==> src/rtl/audio_pkg.sv <==
// Shared audio-path types: the canonical sample type and the delay-line controller states.
package audio_pkg;

   localparam int SAMPLE_W = 16;

   typedef logic signed [SAMPLE_W-1:0] sample_t;

   typedef enum logic [1:0] {
      IDLE = 2'd0,
      WAIT = 2'd1,
      OUT  = 2'd2
   } state_t;

endpackage

==> src/rtl/delay_line_ctrl.sv <==
// Audio delay-line controller: writes each sample into an external RAM and returns
// the dry sample together with the sample delayed by the requested number of slots.
module delay_line_ctrl
   import audio_pkg::*;
#(
   parameter  int W  = 16,
   parameter  int L  = 1024,
   localparam int AW = $clog2(L)
) (
   input  logic          clk,
   input  logic          rst_n,
   input  logic          in_valid,
   output logic          in_ready,
   input  logic [W-1:0]  in_sample,
   input  logic [AW-1:0] delay,
   output logic          out_valid,
   input  logic          out_ready,
   output logic [W-1:0]  out_dry,
   output logic [W-1:0]  out_wet,
   output logic [AW-1:0] ram_rd_addr,
   input  logic [W-1:0]  ram_rd_data,
   output logic          ram_wr_ena,
   output logic [AW-1:0] ram_wr_addr,
   output logic [W-1:0]  ram_wr_data
);

   state_t        state_reg, state_next;
   logic [AW-1:0] wr_ptr_reg;
   logic [AW-1:0] delay_reg;
   logic [AW:0]   fill_reg;
   logic [W-1:0]  dry_reg;
   logic [W-1:0]  wet_reg;
   logic          accept;
   logic          release_out;

   assign accept      = in_valid && (state_reg == IDLE);
   assign release_out = out_ready && (state_reg == OUT);

   always_ff @(posedge clk or negedge rst_n) begin
      if (!rst_n) begin
         state_reg <= IDLE;
      end else begin
         state_reg <= state_next;
      end
   end

   always_comb begin
      state_next = state_reg;
      unique case (state_reg)
         IDLE:    if (in_valid)  state_next = WAIT;
         WAIT:    state_next = OUT;
         OUT:     if (out_ready) state_next = IDLE;
         default: state_next = IDLE;
      endcase
   end

   // The write strobe is gated by rst_n so it stays low while reset is held.
   always_comb begin
      in_ready   = (state_reg == IDLE);
      out_valid  = (state_reg == OUT);
      ram_wr_ena = accept && rst_n;
   end

   assign ram_wr_addr = wr_ptr_reg;
   assign ram_wr_data = in_sample;
   assign ram_rd_addr = wr_ptr_reg - delay;
   assign out_dry     = dry_reg;
   assign out_wet     = wet_reg;

   always_ff @(posedge clk or negedge rst_n) begin
      if (!rst_n) begin
         wr_ptr_reg <= '0;
         fill_reg   <= '0;
         delay_reg  <= '0;
         dry_reg    <= '0;
         wet_reg    <= '0;
      end else begin
         if (accept) begin
            dry_reg   <= in_sample;
            delay_reg <= delay;
         end
         // Zero delay reads the slot being written, which still holds the old word.
         if (state_reg == WAIT) begin
            if (delay_reg == '0) begin
               wet_reg <= dry_reg;
            end else if (fill_reg < {1'b0, delay_reg}) begin
               wet_reg <= '0;
            end else begin
               wet_reg <= ram_rd_data;
            end
         end
         if (release_out) begin
            wr_ptr_reg <= wr_ptr_reg + 1'b1;
            if (fill_reg != (AW+1)'(L)) begin
               fill_reg <= fill_reg + 1'b1;
            end
         end
      end
   end

endmodule

==> config.mk <==
export PLATFORM = sky130hd
export DESIGN_NAME = delay_line_ctrl
export DESIGN_NICKNAME = d
export VERILOG_FILES = /design/src/rtl/audio_pkg.sv /design/src/rtl/delay_line_ctrl.sv
export SDC_FILE = /design/constraint.sdc
export NUM_CORES = 1
export LEC_CHECK = 0
export BUFFER_PORTS_ARGS = -buffer_cell sky130_fd_sc_hd__buf_2
export CORE_MARGIN = 2
export CORE_UTILIZATION = 25
export CTS_CLUSTER_DIAMETER = 30
export DETAILED_ROUTE_END_ITERATION = 16
export SETUP_SLACK_MARGIN = 0.2
export SYNTH_ARGS = -nofsm -noshare
export SYNTH_HDL_FRONTEND = slang
export SYNTH_SLANG_ARGS = --single-unit
==> constraint.sdc <==
create_clock -name clk -period 4.5 [get_ports clk]
set_input_delay 0.675 -clock clk [delete_from_list [all_inputs] [get_ports clk]]
set_output_delay 0.675 -clock clk [all_outputs]
set_load 0.01 [all_outputs]
**Word-level counts from Yosys, hierarchy flattened**

Index checks and enable logic that the tools add are counted.

- Flip-flop bits (word level): 65
- Input bits: 46
- Output and inout bits: 71
- Word-level logic and storage cells: 27

- $add $sub $neg: 3
- Magnitude comparators: 1
- Eq/ne operators: 5
- Muxes and demuxes: 5
- Reduce and logical (&&, ||, !) cells: 7

Operator list:

| kind | number |
|---|---|
| $mux W16 | 2 |
| $add A11 B1 Y11 const B | 1 |
| $lt A11 B10 Y1 | 1 |
| $ne A11 B11 Y1 const B | 1 |
| $add A10 B1 Y10 const B | 1 |
| $logic_not A10 Y1 | 1 |
| $sub A10 B10 Y10 | 1 |
| $pmux W2 S3 | 1 |
| $mux W2 | 2 |
| $reduce_and A2 Y1 | 2 |
| $logic_and A1 B1 Y1 | 3 |
| $eq A2 B1 Y1 const B | 1 |
| $eq A2 B2 Y1 const B | 1 |
| $logic_not A2 Y1 | 1 |
| $ne A2 B1 Y1 const B | 1 |
| $ne A2 B2 Y1 const B | 1 |

**Logic depth before layout (Yosys ltp)**

Gate-level depths: netlist (run 1).

- Depth in word-level cells: 3
- Gate-level depth with buffers: 9
- Depth with buffers taken out: 9

**Least setup slack after synthesis (run 1)**

OpenSTA, ideal clock, no wires.

- Path kind: input port to output port
- Start: input delay[0]
- End: output ram_rd_addr[8]
- Arrival time: 2204 ps
- Data required time: 3825 ps
- Slack: 1621 ps
- Cell stages on the path: 8
- Cells stage by stage: ha_1 inv_1 fa_1 a21oi_1 o211ai_1 or3_1 a31oi_1 xnor2_1

- Longest elaborated chain between the ends: 1

Ends and longest elaborated chain:

| element | RTL line | source |
|---|---|---|
| start, declared | delay_line_ctrl.sv:15 | `input logic [AW-1:0] delay,` |
| $sub A10 B10 Y10 | delay_line_ctrl.sv:66 | `assign ram_rd_addr = wr_ptr_reg - delay;` |
| end, declared | delay_line_ctrl.sv:20 | `output logic [AW-1:0] ram_rd_addr,` |

No other way between the ends.

**Worst setup path in the final report (run 1)**

- Start: register wr_ptr_reg[0] (netlist: ram_wr_addr[0])
- End: output ram_rd_addr[8]

- Longest elaborated chain between the ends: 1

Ends and longest elaborated chain:

| element | RTL line | source |
|---|---|---|
| start, declared | delay_line_ctrl.sv:28 | `logic [AW-1:0] wr_ptr_reg;` |
| start signal, assigned | delay_line_ctrl.sv:93 | `wr_ptr_reg <= wr_ptr_reg + 1'b1;` |
| $sub A10 B10 Y10 | delay_line_ctrl.sv:66 |  |

No other way between the ends.

==> flow_summary.yaml, run 1 <==
critical_path:
  r2r_setup_slack_ns: 2.28
  crit_type: "reg -> out"
  crit_arrival_ns: 2.68
  end_kind: "output pin"
  reg2reg_to: "out_wet[9]"
  rr_startpoint: "fill_reg[2]"
  crit_required_ns: 3.83
  path_max_fanout: 4
  cp-start-kind: "flop"
  rr_worst_depth: 6
synthesis:
  netlist_instances: 360
  ys_seq_elements: 65
  synth_fp_nets: 428
  postSynth.asyncResetShare_pct: 100
  syn_area_per_cell_sq_um: 10.0
  ys_dominant_reg_cell: "dfrtp_1"
  netlist_area_sq_um: 3610
  yosysSeqAreaShare_pct: 45.1
  synth_edf_count: 0
  synthDistinctLibCells: 40
  yosysWarnings: 0
placement:
  port_buffers: 116
  dpl-instance-area_sq_um: 4240
  dp_hpwl_um: 7070
  place_congestion: 0.900
layout:
  fin_area_sq_um: 4510
  nNetsFinal: 528
  final_cell_mix: "buf_2, dfrtp_1, inv_1"
  layout_commonest_cell: "buf_2"
  drive_gt1_share_pct: 33.5
  synthToLayoutAreaGrowth_pct: 25.0
floorplanning:
  dieArea_sq_um: 15400
  start_util_pct: 25.8
  die_x_um: 124
  io_pins: 117
  die_height_um: 124
  core_sq_um: 14000
  rows: 43
timing:
  hold_violations: 0
  relSlewSlack_pct: 26.3
  max_freq_mhz: 298
  final.setup.tns_ns: 0
  period_share_pct: 74.6
  min_period_ns: 3.36
  finalSetupViolations: 0
  tightest_slew_ns: 1.10
  finalMaxSlewViolations: 0
  skew_ns: 0.00698
  rsz0062_at_grt: "false"
pwr:
  internal-power_w: 0.00163
  peakVddDrop_v: 0.000163
  switching_share_pct: 38.0
  cellPowerDensity_nw_per_um2: 582
  p_leak_nw: 2.33
  clockPowerShare_pct: 24.9
  p_switching_w: 0.000999
  seqPwrFrac_pct: 36.6
  p_comb_share_pct: 38.6
route:
  wire_per_inst_um: 14.8
  totalWireLength_um: 9560
  viasPerCell: 4.67
  drtPass1Iterations: 5
  drt_iter0_markers: 106
  drtAntennaViolNets: 0
  drc: 0
  via_count: 3017
cts:
  cts_resized: 0
  path_clk_slew_ns: 0.05
  clock-root-buffer: "clkbuf_16"
  post_cts_buffers: 0
  cts_tree: "yes"
  hold_buffers: 0
  cts_max_level: 3
  clk_latency_ns: 0.33
  clk_path_buf_depth: 2
  clock-sinks: 65
  cts_buffers: 9
flow_run:
  maxCapViolCount: 0
min_path:
  worstHoldPathType: "reg -> reg"
  whs_endpoint: "out_wet[11]"
  holdCritStartpoint: "out_wet[11]"
  hold_depth: 2
run_status:
  status: "complete, no violations"
global_routing:
  grt_pass1_vias: 2952
  antenna_found_initial: 0
  grt_pass1_wl_um: 14900
  grt_max_degree: 66
  track_usage_pct: 12.8
  grt-ovfl-total: 0
area by class of cell:
| class | instances | area, sq um |
|---|---|---|
| well taps | 180 | 225 |
| fillers | 1464 | 9480 |
| inverters | 28 | 105 |
| clock inverters | 3 | 15.0 |
| repair buffers | 118 | 596 |
| multi-input cells | 238 | 1680 |
| diodes | 1 | 2.50 |
| flip-flops and latches | 65 | 1630 |
| clock buffers | 13 | 260 |
Yosys cell counts, types with 2 or more instances:
| cell | instances | area share, % |
|---|---|---|
| buf_6 | 2 | 0.62 |
| dfrtp_1 | 65 | 45 |
| a21oi_1 | 19 | 2.6 |
| o21ai_1 | 2 | 0.28 |
| a31oi_1 | 2 | 0.35 |
| nand2_1 | 24 | 2.5 |
| buf_2 | 5 | 0.69 |
| mux2_2 | 17 | 5.3 |
| o31a_1 | 2 | 0.49 |
| o21ai_0 | 27 | 3.7 |
| buf_4 | 18 | 3.7 |
| a21o_1 | 5 | 1.0 |
| xnor2_1 | 22 | 5.3 |
| a211oi_1 | 2 | 0.42 |
| xor2_1 | 5 | 1.2 |
| inv_1 | 28 | 2.9 |
| ha_1 | 21 | 7.3 |
| and3_1 | 21 | 3.6 |
| nand4_1 | 10 | 1.7 |
| nor2_1 | 15 | 1.6 |
| nor4_1 | 2 | 0.35 |
| clkbuf_1 | 4 | 0.42 |
| nand3_1 | 21 | 2.9 |
| nand2b_1 | 5 | 0.87 |
stage by stage:
step	utilization (%)	hold WS [ns]	setup WS [ns]	instances	total power [W]
after floorplan	-	0.379	1.62	360	0.00162
after global placement	30.3	0.477	1.27	629	0.00196
after detailed placement	30.3	0.478	1.24	629	0.00200
after CTS	32.2	0.490	1.12	645	0.00268
after global routing	32.2	0.498	1.01	645	0.00283
final	32.3	0.483	1.14	646	0.00263
power by group through the flow:
stage               clock [W]  combinational [W]  sequential (W)
CTS                  0.000680            0.00103        0.000964
global route         0.000706            0.00113        0.000995
finish               0.000653            0.00101        0.000961
detailed placement          0            0.00103        0.000970
floorplan                   0           0.000624        0.000993
global placement            0            0.00100        0.000959
layer usage:
metal / track usage (%) / up-vias / share of wire (%)
met3: 3.53 / 13 / 4.8
li1: - / 1447 / -
met5: 0 / - / 0
met2: 20.7 / 77 / 48
met1: 16.2 / 1480 / 46
met4: 4.92 / 0 / 1.9
how the worst max path moves through the flow:
stage / from / to / slack, ns / depth (start not counted)
after floorplan: delay[0] / ram_rd_addr[8] / 1.62 / 8
after detailed placement: delay[0] / ram_rd_addr[8] / 1.24 / 10
final: ram_wr_addr[0] / ram_rd_addr[8] / 1.14 / 10
after global routing: ram_wr_addr[0] / ram_rd_addr[8] / 1.01 / 10
after global placement: delay[0] / ram_rd_addr[8] / 1.27 / 10
after CTS: ram_wr_addr[0] / ram_rd_addr[8] / 1.12 / 10
logic make-up after synthesis:
group           synth area share, %
flops                          45.1
simple gates                   15.1
fa+ha+maj                      7.83
compound gates                 11.8
xor+xnor                       6.55
buf+inv                        8.39
mux                            5.30
critical path, cell delays in order (launching register included):
cell	delay [ns]
dfrtp_1	0.41
inv_1	0.10
ha_1	0.16
inv_1	0.06
fa_1	0.41
a21oi_1	0.24
o211ai_1	0.14
or3_1	0.31
a31oi_1	0.21
xnor2_1	0.14
buf_2	0.15
Note: power is estimated with default switching activity, not from simulation.
==> run 2: changes to the inputs <==
==> constraint.sdc (replaced) <==
create_clock -name clk -period 3.1 [get_ports clk]
set_input_delay 0.465 -clock clk [delete_from_list [all_inputs] [get_ports clk]]
set_output_delay 0.465 -clock clk [all_outputs]
set_load 0.01 [all_outputs]
==> run 2 against run 1 <==
Cell count increased by 1.2%. Clock power is 50% higher. Count of clock-buffer cells in the layout shrank 2. Combinational power rose by 55%. Power increased by 50%. Hold slack worse by 0.12 ns. Utilization increased by 0.72 points.
==> flow_summary.yaml, run 2 (synthesis results as in run 1) <==
run_status:
  status: "complete, no violations"
pwr:
  peakVddDrop_v: 0.000306
  p_comb_share_pct: 39.8
  p_switching_w: 0.00148
  seqPwrFrac_pct: 35.4
  p_leak_nw: 2.38
  internal-power_w: 0.00247
  switching_share_pct: 37.5
  clockPowerShare_pct: 24.8
  cellPowerDensity_nw_per_um2: 856
critical_path:
  rr_startpoint: "fill_reg[2]"
  cp-start-kind: "flop"
  end_kind: "output pin"
  crit_arrival_ns: 2.58
  reg2reg_to: "out_wet[9]"
  rr_worst_depth: 6
  crit_required_ns: 2.63
  r2r_setup_slack_ns: 0.98
  crit_type: "reg -> out"
  path_max_fanout: 2
layout:
  layout_commonest_cell: "buf_2"
  insertedDiodeCount: 0
  final_cell_mix: "buf_2, dfrtp_1, o21ai_0"
  nNetsFinal: 538
  drive_gt1_share_pct: 36.1
  synthToLayoutAreaGrowth_pct: 27.8
  stdcell_count: 654
placement:
  place_congestion: 0.875
  port_buffers: 116
  dp_hpwl_um: 7170
  placedCellCount: 633
min_path:
  hold_depth: 2
  worstHoldPathType: "in -> reg"
  holdCritStartpoint: "out_ready"
  whs_endpoint: "state_reg[1]"
cts:
  clock-root-buffer: "clkbuf_16"
  hold_buffers: 0
  cts_buffers: 9
  cts_tree: "yes"
  clk_latency_ns: 0.33
  path_clk_slew_ns: 0.06
  clk_path_buf_depth: 2
  cts_max_level: 3
  clock-sinks: 65
timing:
  tightest_slew_ns: 0.919
  hold_violations: 0
  min_period_ns: 3.04
  relSlewSlack_pct: 38.4
  period_share_pct: 98.1
  finalMaxSlewViolations: 0
  max_freq_mhz: 329
  finalSetupViolations: 0
  hold_ws_ns: 0.364
  rsz0062_at_grt: "true"
  skew_ns: 0.00978
floorplanning:
  start_util_pct: 25.8
  die_x_um: 124
  io_pins: 117
  core_sq_um: 14000
  rows: 43
  dieArea_sq_um: 15400
  die_height_um: 124
global_routing:
  grt-ovfl-total: 0
  grt_pass1_vias: 3066
  grt_pass1_wl_um: 15200
  antenna_found_initial: 0
  track_usage_pct: 13.1
  grt_max_degree: 66
route:
  drtAntennaViolNets: 0
  drtPass1Iterations: 6
  wire_per_inst_um: 14.7
  via_count: 3022
  drt_iter0_markers: 123
  viasPerCell: 4.62
  totalWireLength_um: 9640
  drc: 0
flow_run:
  maxCapViolCount: 0
==> run 2: worst max-delay path, cell delays in order, from the launching register on <==
cell,delay (ns)
dfrtp_1,0.39
inv_2,0.08
ha_4,0.13
inv_2,0.04
fa_2,0.40
a21oi_2,0.18
o211ai_1,0.14
or3_1,0.38
a31oi_2,0.21
xnor2_1,0.14
buf_2,0.15
==> run 2: layout make-up <==
class | count | area (sq um)
timing repair buffer | 128 | 671
multi-input combinational | 238 | 1710
inverter | 28 | 105
clock buffer | 11 | 233
clock inverter | 4 | 45.0
fill | 1458 | 9380
tap | 180 | 225
sequential | 65 | 1630
==> run 2: worst max-delay path by stage <==
stage          depth (start not counted)           start             end
2_1_floorplan                          9  ram_wr_addr[0]  ram_rd_addr[8]
4_1_cts                               10  ram_wr_addr[0]  ram_rd_addr[8]
5_1_grt                               10  ram_wr_addr[0]  ram_rd_addr[8]
3_5_place_dp                          10        delay[0]  ram_rd_addr[8]
6_report                              10  ram_wr_addr[0]  ram_rd_addr[8]
3_3_place_gp                          10        delay[0]  ram_rd_addr[8]
==> run 2: per-stage QoR <==
step                cell area, sq um  utilization, %  setup TNS, ns  total power [W]  setup slack, ns
floorplan                       3610               -              0          0.00235            0.579
global placement                4270            30.5              0          0.00287            0.297
detailed placement              4270            30.5              0          0.00292            0.243
CTS                             4570            32.7              0          0.00396           0.0958
global route                    4610            33.0        -0.0774          0.00426          -0.0774
finish                          4610            33.0              0          0.00395           0.0581
==> run 2: power by group through the flow <==
stage | Clock, W | Combinational, W | Sequential (W)
4_1_cts | 0.00102 | 0.00154 | 0.00140
3_5_place_dp | 0 | 0.00151 | 0.00141
6_report | 0.000980 | 0.00157 | 0.00140
5_1_grt | 0.00105 | 0.00176 | 0.00145
2_1_floorplan | 0 | 0.000906 | 0.00144
3_3_place_gp | 0 | 0.00147 | 0.00139
==> run 2: repair_timing <==
action	CTS	global route
setup buffers	2	4
gates cloned	0	0
pin swaps	3	6
endpoints found under the setup margin	1	1
resized for setup	3	4
==> run 2: routing by layer <==
layer | routed length (um) | GRT usage (%) | up-vias
met5 | 0 | 0 | -
met4 | 206 | 6.18 | 0
met3 | 394 | 2.24 | 18
met2 | 4620 | 21.5 | 82
met1 | 4420 | 16.6 | 1463
li1 | - | - | 1459
